==> src/rtl/stream_mux_arb.sv <==
`default_nettype none
// ============================================================================
//  Module      : stream_mux_arb
//  Description : N-channel valid/ready stream multiplexer with a registered
//                output stage, packet locking and two selection modes:
//                explicit select (mode = 0) or round-robin (mode = 1).
//                One beat per clock while the consumer keeps out_ready high.
//
//  Ports
//    clk        : rising-edge clock
//    rst_n      : asynchronous active-low reset
//    mode       : 0 = explicit select via sel, 1 = round-robin arbitration
//    sel        : channel index used in explicit-select mode
//    in_valid   : per-channel valid (bit i = channel i)
//    in_data    : per-channel data, channel i at [i*WIDTH +: WIDTH]
//    in_last    : per-channel end-of-packet marker
//    in_ready   : per-channel ready, at most one bit high
//    out_valid  : output register holds a beat
//    out_data   : registered data
//    out_last   : registered end-of-packet marker
//    out_chan   : channel that supplied the current beat
//    out_ready  : consumer accepts the beat when high with out_valid
//
//  Revision    : 1.0  initial release
// ============================================================================
module stream_mux_arb #(
    parameter  int WIDTH    = 8,
    parameter  int CHANNELS = 4,
    localparam int SEL_W    = $clog2(CHANNELS)
) (
    input  logic                      clk,
    input  logic                      rst_n,
    input  logic                      mode,
    input  logic [SEL_W-1:0]          sel,
    input  logic [CHANNELS-1:0]       in_valid,
    input  logic [CHANNELS*WIDTH-1:0] in_data,
    input  logic [CHANNELS-1:0]       in_last,
    output logic [CHANNELS-1:0]       in_ready,
    output logic                      out_valid,
    output logic [WIDTH-1:0]          out_data,
    output logic                      out_last,
    output logic [SEL_W-1:0]          out_chan,
    input  logic                      out_ready
);

    // Pointer reset value: the last channel, so channel 0 wins the first
    // round-robin arbitration.
    localparam logic [SEL_W-1:0] c_last_chan = SEL_W'(CHANNELS - 1);

    typedef enum logic [0:0] {
        ST_IDLE   = 1'b0,
        ST_LOCKED = 1'b1
    } state_t;

    // ------------------------------------------------------------------------
    // Registers
    // ------------------------------------------------------------------------
    state_t              r_state;
    logic [SEL_W-1:0]    r_lock_ch;
    logic [SEL_W-1:0]    r_ptr;
    logic                r_out_valid;
    logic [WIDTH-1:0]    r_out_data;
    logic                r_out_last;
    logic [SEL_W-1:0]    r_out_chan;

    // ------------------------------------------------------------------------
    // Combinational signals
    // ------------------------------------------------------------------------
    state_t              w_state_next;
    logic                w_can_load;
    logic [CHANNELS-1:0] w_cand_oh;     // one-hot candidate, all-zero = none
    logic [SEL_W-1:0]    w_cand;        // binary index of the candidate
    logic                w_xfer;
    logic [WIDTH-1:0]    w_cand_data;
    logic                w_cand_last;
    int                  w_rr_idx;

    // The output stage can take a new beat when it is empty or being drained
    // in this same cycle.
    assign w_can_load = !r_out_valid || out_ready;

    // ------------------------------------------------------------------------
    // Candidate selection
    // ------------------------------------------------------------------------
    always_comb begin
        w_cand_oh = '0;
        w_cand    = '0;
        w_rr_idx  = 0;
        if (r_state == ST_LOCKED) begin
            // Locked to the packet owner; its ready is offered even while
            // its valid is low so the packet can resume at any time.
            w_cand = r_lock_ch;
            for (int g = 0; g < CHANNELS; g++) begin
                if (r_lock_ch == SEL_W'(g)) begin
                    w_cand_oh[g] = 1'b1;
                end
            end
        end else if (!mode) begin
            // Explicit select. An out-of-range sel matches no channel, and
            // there is deliberately no fallback to another valid channel.
            for (int g = 0; g < CHANNELS; g++) begin
                if ((sel == SEL_W'(g)) && in_valid[g]) begin
                    w_cand_oh[g] = 1'b1;
                    w_cand       = sel;
                end
            end
        end else begin
            // Round-robin: search upward from ptr+1 with wrap. The loop runs
            // from the lowest priority offset to the highest so the final
            // assignment is the winner. ptr is always < CHANNELS, so one
            // subtraction is enough to wrap.
            for (int k = CHANNELS; k >= 1; k--) begin
                w_rr_idx = int'(r_ptr) + k;
                if (w_rr_idx >= CHANNELS) begin
                    w_rr_idx = w_rr_idx - CHANNELS;
                end
                if (in_valid[w_rr_idx]) begin
                    w_cand_oh           = '0;
                    w_cand_oh[w_rr_idx] = 1'b1;
                    w_cand              = SEL_W'(w_rr_idx);
                end
            end
        end
    end

    // ------------------------------------------------------------------------
    // Ready generation. rst_n is folded in so no channel sees ready while the
    // block is held in reset.
    // ------------------------------------------------------------------------
    generate
        for (genvar g = 0; g < CHANNELS; g++) begin : g_ready
            assign in_ready[g] = w_can_load && w_cand_oh[g] && rst_n;
        end
    endgenerate

    assign w_xfer = |(in_valid & in_ready);

    // ------------------------------------------------------------------------
    // Data / last mux driven by the one-hot candidate
    // ------------------------------------------------------------------------
    always_comb begin
        w_cand_data = '0;
        w_cand_last = 1'b0;
        for (int g = 0; g < CHANNELS; g++) begin
            if (w_cand_oh[g]) begin
                w_cand_data = in_data[g*WIDTH +: WIDTH];
                w_cand_last = in_last[g];
            end
        end
    end

    // ------------------------------------------------------------------------
    // Packet FSM
    // ------------------------------------------------------------------------
    always_comb begin
        w_state_next = r_state;
        if (w_xfer) begin
            // A single-beat packet goes straight back to IDLE, so the lock
            // is only ever taken for multi-beat packets.
            w_state_next = w_cand_last ? ST_IDLE : ST_LOCKED;
        end
    end

    always_ff @(posedge clk or negedge rst_n) begin
        if (!rst_n) begin
            r_state <= ST_IDLE;
        end else begin
            r_state <= w_state_next;
        end
    end

    // ------------------------------------------------------------------------
    // Lock owner, round-robin pointer and output register
    // ------------------------------------------------------------------------
    always_ff @(posedge clk or negedge rst_n) begin
        if (!rst_n) begin
            r_lock_ch   <= '0;
            r_ptr       <= c_last_chan;
            r_out_valid <= 1'b0;
            r_out_data  <= '0;
            r_out_last  <= 1'b0;
            r_out_chan  <= '0;
        end else begin
            if (w_xfer) begin
                r_lock_ch <= w_cand;
                // The granted channel becomes the lowest priority next time.
                r_ptr     <= w_cand;
            end
            if (w_can_load) begin
                r_out_valid <= w_xfer;
                // Payload fields keep their previous value on an empty cycle.
                if (w_xfer) begin
                    r_out_data <= w_cand_data;
                    r_out_last <= w_cand_last;
                    r_out_chan <= w_cand;
                end
            end
        end
    end

    assign out_valid = r_out_valid;
    assign out_data  = r_out_data;
    assign out_last  = r_out_last;
    assign out_chan  = r_out_chan;

endmodule
`default_nettype wire

==> config.mk <==
export PLATFORM = sky130hd
export DESIGN_NAME = stream_mux_arb
export DESIGN_NICKNAME = d
export VERILOG_FILES = /design/src/rtl/stream_mux_arb.sv
export SDC_FILE = /design/constraint.sdc
export NUM_CORES = 1
export LEC_CHECK = 0
export CORE_UTILIZATION = 46
export DETAILED_ROUTE_END_ITERATION = 8
export PLACE_DENSITY = 0.89
export SKIP_LAST_GASP = 1
export SLEW_MARGIN = 0
export SYNTH_ARGS = -nofsm -noshare
export SYNTH_HDL_FRONTEND = slang
export SYNTH_SLANG_ARGS = --single-unit
==> constraint.sdc <==
create_clock -name clk -period 3.9 [get_ports clk]
set_input_delay 0.78 -clock clk [delete_from_list [all_inputs] [get_ports clk]]
set_output_delay 0.78 -clock clk [all_outputs]
set_load 0.05 [all_outputs]
Yosys cells after proc, flatten, opt, wreduce, memory -nomap -nowiden

Cells that the tools add are included.

ROM bits: 0
Bits in registers: 17
Memories kept: 0
Word-level logic and storage cells: 121
Latch bits: 0
Memory bits (writable): 0

Muxes and demuxes: 65
$add $sub $neg: 8
Div/mod/pow operators: 0
Reductions and logical operators: 22
Shift operators: 0
$mul: 0
Equal/unequal tests: 6
Bitwise operators: 1
$lt $le $gt $ge: 12

Operators by type and width:

| kind                  | count |
|---|---|
| $mux W32              | 12 |
| $ge A32 B1 Y1 const B | 4 |
| $lt A32 B4 Y1 const B | 4 |
| $mux W8               | 4 |
| $mux W1               | 25 |
| $mux W4               | 6 |
| $mux W2               | 10 |
| $logic_and A1 B1 Y1   | 16 |
| $sub A3 B3 Y4 const B | 3 |
| $ge A3 B3 Y1 const B  | 3 |
| $bmux W1 S2           | 4 |
| $demux W1 S2          | 4 |
| $eq A2 B2 Y1 const B  | 4 |
| $add A2 B2 Y3 const B | 2 |
| $sub A4 B3 Y5 const B | 1 |
| $add A2 B3 Y4 const B | 1 |
| $and A4 B4 Y4         | 1 |
| $eq A2 B1 Y1 const B  | 2 |
| $ge A4 B3 Y1 const B  | 1 |
| $logic_not A2 Y1      | 2 |
| $reduce_or A4 Y1      | 1 |
| $add A2 B1 Y3 const B | 1 |
| $reduce_and A2 Y1     | 1 |
| $logic_not A1 Y1      | 1 |
| $logic_or A1 B1 Y1    | 1 |

Logic depth before layout (Yosys ltp)

Depth after elaboration: 20
Gate-level depth with buffers: 12
Mapped depth without buffers: 9

Worst setup path before layout

No wires, ideal clock.

Path type: register to output
Start: register r_ptr[1]
End: output port in_ready[3]
Data required time: 3.120 ns
Arrival time: 3.271 ns
Buffers on the path: 3
Path slack: -0.151 ns
Cell stages (with the launch flop): 11
Path through: dfstp_2 > clkbuf_2 > inv_1 > ha_1 > buf_6 > mux4_2 > a21oi_1 > nand2_1 > o21bai_2 > buf_2 > nor2b_1

Cells in the longest elaborated chain, start to end: 17
Elaborated cells between the ends (all ways): 64
Classes of those cells: 8 x add/sub; 12 x order compare; 38 x mux; 6 x reduce/logical

RTL lines:

| what                                                                 | line     | text |
|---|---|---|
| start: declaration                                                   | 60       | `logic [SEL_W-1:0] r_ptr;` |
| start signal: assignment                                             | 178      | `r_ptr <= c_last_chan;` |
| start signal: assignment                                             | 187      | `r_ptr <= w_cand;` |
| $add A2 B3 Y4                                                        | 113      | `w_rr_idx = int'(r_ptr) + k;` |
| $sub A4 B3 Y5 or $ge A4 B3 Y1 (tied branches)                        | 115, 114 |  |
| $mux W32                                                             | 114      | `if (w_rr_idx >= CHANNELS) begin` |
| $mux W32                                                             | 98       | `end else if (!mode) begin` |
| $mux W32                                                             | 89       | `if (r_state == ST_LOCKED) begin` |
| $ge A32 B1 Y1 (implied by the code) or $lt A32 B4 Y1 (tied branches) | 119      | `w_cand_oh[w_rr_idx] = 1'b1;` |
| $logic_and A1 B1 Y1 (implied by the code)                            | 119      |  |
| $mux W1 (implied by the code)                                        | 119      |  |
| $demux W1 S2                                                         | 119      |  |
| $mux W4 (3 in series)                                                | 117      | `if (in_valid[w_rr_idx]) begin` |
| $mux W4 *                                                            | 117      |  |
| $mux W4 *                                                            | 98       |  |
| $mux W4 *                                                            | 89       |  |
| $logic_and A1 B1 Y1 * (2 in series)                                  | 132      | `assign in_ready[g] = w_can_load && w_cand_oh[g] && rst_n;` |
| end: declaration                                                     | 38       | `output logic [CHANNELS-1:0] in_ready,` |

Mark *: on every way between the ends. The rest lies on a longest branch, timed or not. The select of a mux whose other input is x is not followed.

Worst setup path in the final report

Start: input port in_valid[1]
End: output port in_ready[1]

Cells in the longest elaborated chain, start to end: 11
Elaborated cells between the ends (all ways): 22
Classes of those cells: 19 x mux; 3 x reduce/logical

RTL lines:

| what                                        | line | text |
|---|---|---|
| start: declaration                          | 35   | `input logic [CHANNELS-1:0] in_valid,` |
| $bmux W1 S2                                 | 117  |  |
| $mux W1 (implied by the code) (2 in series) | 117  |  |
| $mux W4 (4 in series)                       | 117  |  |
| $mux W4 *                                   | 98   |  |
| $mux W4 *                                   | 89   |  |
| $logic_and A1 B1 Y1 * (2 in series)         | 132  |  |

Marks and branches as above.

==> results.sh <==
export IMPL_placed_cell_area_sq_mm=0.00251
export IMPL_number_of_distinct_standard_cells_referenced_by_the_synthesized_netlist=53
export IMPL_globalRoute_busiestLayer="met2"
export IMPL_yosys_warnings=0
export IMPL_floorplan_die_width_um=65.1
export IMPL_clkSinkCount=17
export IMPL_clock_latency_on_the_worst_skew_pair_ns=0.24
export IMPL_timing_final_hold_violations=0
export IMPL_worst_path_max_fanout=8
export IMPL_tritoncts_num_buffers=3
export IMPL_p_per_area_mw_per_mm2=899
export IMPL_cts_tree="built"
export IMPL_hold_class="flop to flop"
export IMPL_start_util=0.489
export IMPL_p_total_uw=2330
export IMPL_antennaDiodeCount=0
export IMPL_max_vdd_ir_drop_mv=0.578
export IMPL_antenna_nets_post_route=0
export IMPL_floorplan_core_area_sq_mm=0.00374
export IMPL_met2_usage=0.395
export IMPL_finalMaxSlewViolations=0
export IMPL_final_period_minus_worst_setup_slack_ns=3.73
export IMPL_floorplan_die_area_sq_mm=0.00423
export IMPL_grt_usage=0.253
export IMPL_grt_max_degree=21
export IMPL_post_route_period_util=0.958
export IMPL_hpwl_mm=4.10
export IMPL_hold_buffers=0
export IMPL_fmax_ghz=0.268
export IMPL_worst_pin_slew_ns=0.608
export IMPL_cts_htree_levels=1
export IMPL_final_cell_area_sq_mm=0.00259
export IMPL_syn_instance_count=213
export IMPL_cp_end_kind="output pin"
export IMPL_rsz0062_at_grt="false"
export IMPL_flip_flop_and_latch_count_after_synthesis=17
export IMPL_fin_worst_skew_ns=0.000727
export IMPL_final_common_cell="sky130_fd_sc_hd__clkdlybuf4s50_1"
export IMPL_placementRows=22
export IMPL_drt_pre_antenna_iters=4
export IMPL_worstSetupPathType="primary input to output pin"
export IMPL_synth_top_flop_cell="sky130_fd_sc_hd__dfrtp_1"
export IMPL_grt_util_met1=0.378
export IMPL_drc=0
export IMPL_seq_area_sq_um=428
export IMPL_reported_leakage_power_uw=0.00104
export IMPL_num_nets_final=328
export IMPL_async_reset_ff_frac=1.00
export IMPL_synth_cell_area_sq_mm=0.00183
export IMPL_run_status="completed"
export IMPL_io_pins=62
export IMPL_timing_critical_path_from_type="primary input"
export IMPL_seq_area_frac_synth=0.234
export IMPL_clk_pin_slew_ns=0.06
export IMPL_global_placer_s_final_weighted_congestion=0.912
export IMPL_timing_max_slew_rel_slack=0.588
export IMPL_grt_ovfl_total=0
export IMPL_preCtsSetupSlack_ns=0.187
export IMPL_setup_total_negative_slack_ns=0
export IMPL_die_boundary_height_um=65.1
export IMPL_n_fill_cell=305
export IMPL_drive_above_1_share=0.157
export IMPL_mappedNetlistNets=266
export IMPL_cts_root_buffer="sky130_fd_sc_hd__clkbuf_8"
export IMPL_routed_wl_mm=5.32
export IMPL_worst_ep_required_time_ns=3.12
export IMPL_final_core_utilization=0.692
export IMPL_groute_layer_met3_usage=0.0123
export IMPL_multi_input_gate_area_sq_mm=0.00127
export IMPL_portBuffers=61
export IMPL_drt_initial_drc_count=245
export IMPL_layout_setup_ws_ns=0.165
export IMPL_grt_antenna_before_repair=0
export IMPL_synth_edf_count=0
export IMPL_wl_per_cell_um=16.5
export IMPL_drv_max_cap_violation_count=0
export IMPL_clock_tree_buffer_depth=2
export IMPL_area_growth_pct=41.6
export IMPL_syn_mean_instance_area_sq_um=8.59
export IMPL_route_detailed_vias_per_inst=5.92
export IMPL_grt_pass1_wl_mm=8.27
export IMPL_cp_arrival_ns=2.95
export IMPL_vias_in_the_first_global_route=1705
export IMPL_setup_viol=0
export IMPL_vias=1907
export IMPL_layout_common_cells="57 x sky130_fd_sc_hd__clkdlybuf4s50_1, 20 x sky130_fd_sc_hd__nand2_1, 19 x sky130_fd_sc_hd__inv_1, 19 x sky130_fd_sc_hd__a21oi_1, 16 x sky130_fd_sc_hd__nor2_1"
[what timing repair did]
action	4_1_cts	5_1_grt
resized for setup	0	2
endpoints found under the hold margin	0	0
setup buffers	0	0
endpoints found under the setup margin	0	4
[worst max-delay path: stages]
cell,delay [ns]
sky130_fd_sc_hd__clkdlybuf4s50_1,0.60
sky130_fd_sc_hd__buf_4,0.19
sky130_fd_sc_hd__nor4bb_1,0.34
sky130_fd_sc_hd__nor2_1,0.14
sky130_fd_sc_hd__a211o_1,0.34
sky130_fd_sc_hd__o21ba_1,0.20
sky130_fd_sc_hd__nor2_1,0.18
sky130_fd_sc_hd__buf_12,0.17
[cells by family (layout without fill, tap and decap cells)]
kind of cell	count (synthesis)	count (layout)	synth area share
adders and majority gates	7	7	0.0479
AOI/OAI and AO/OA	70	70	0.321
muxes	15	16	0.111
and+or+nand+nor	70	70	0.193
DFF	17	17	0.234
buffers and inverters	34	94	0.0930
[worst paths after layout]
| path | from | to | slack (ns) | cells after the start |
|---|---|---|---|---|
| min in group asynchronous | rst_n | out_data[5] | 0.91 | 2 |
| hold reg to reg | out_valid | out_valid | 0.51 | 2 |
| hold / removal | out_valid | out_valid | 0.51 | 2 |
| max in group asynchronous | rst_n | r_ptr[0] | 2.74 | 2 |
| setup / recovery | in_valid[1] | in_ready[1] | 0.17 | 8 |
| setup reg to reg | r_ptr[1] | r_state | 0.49 | 9 |
[layer usage]
layer,vias to the layer above,routed length (um)
li1,921,-
met2,65,2540
met3,4,249
met4,0,56
met1,917,2480
met5,-,0
[through the flow]
| step | hold slack (ns) | instances |
|---|---|---|
| floorplan | 0.484 | 213 |
| global placement | 0.491 | 317 |
| detailed placement | 0.490 | 317 |
| CTS | 0.512 | 321 |
| global route | 0.527 | 322 |
| finish | 0.508 | 322 |
[registers in the layout (all words and copies together), names as in the netlist]
register and cells:
out_chan 2, out_last 1, r_lock_ch 2, r_ptr 2, out_data 8, out_valid 1, r_state 1
[synth_stat cells, drive strengths merged (4+ instances only)]
cell / number / share of area
nand2: 22 / 0.048
inv: 19 / 0.039
a311o: 10 / 0.055
mux2: 6 / 0.041
a21boi: 5 / 0.021
ha: 7 / 0.048
nand3: 12 / 0.033
dfrtp: 15 / 0.21
o21bai: 4 / 0.031
nor2b: 4 / 0.014
buf: 9 / 0.041
a32oi: 9 / 0.043
a21oi: 21 / 0.066
nand4: 5 / 0.017
clkbuf: 6 / 0.013
mux2i: 6 / 0.033
nor2: 16 / 0.033
[power breakdown]
group | switching [uW] | internal [uW] | leakage [uW] | total, uW
sequential | 80.9 | 277 | 0.000192 | 358
combinational | 1100 | 747 | 0.000825 | 1840
clock | 54.8 | 72.3 | 0.0000228 | 127
total | 1230 | 1100 | 0.00104 | 2330
[area by class of cell]
| type | count | area share |
|---|---|---|
| multi-input cells | 163 | 0.491 |
| repair buffers | 71 | 0.275 |
| flip-flops and latches | 17 | 0.165 |
| inverters | 19 | 0.0275 |
| well taps | 48 | 0.0232 |
| clock buffers | 4 | 0.0174 |
Power figures use the tool's default switching activity.
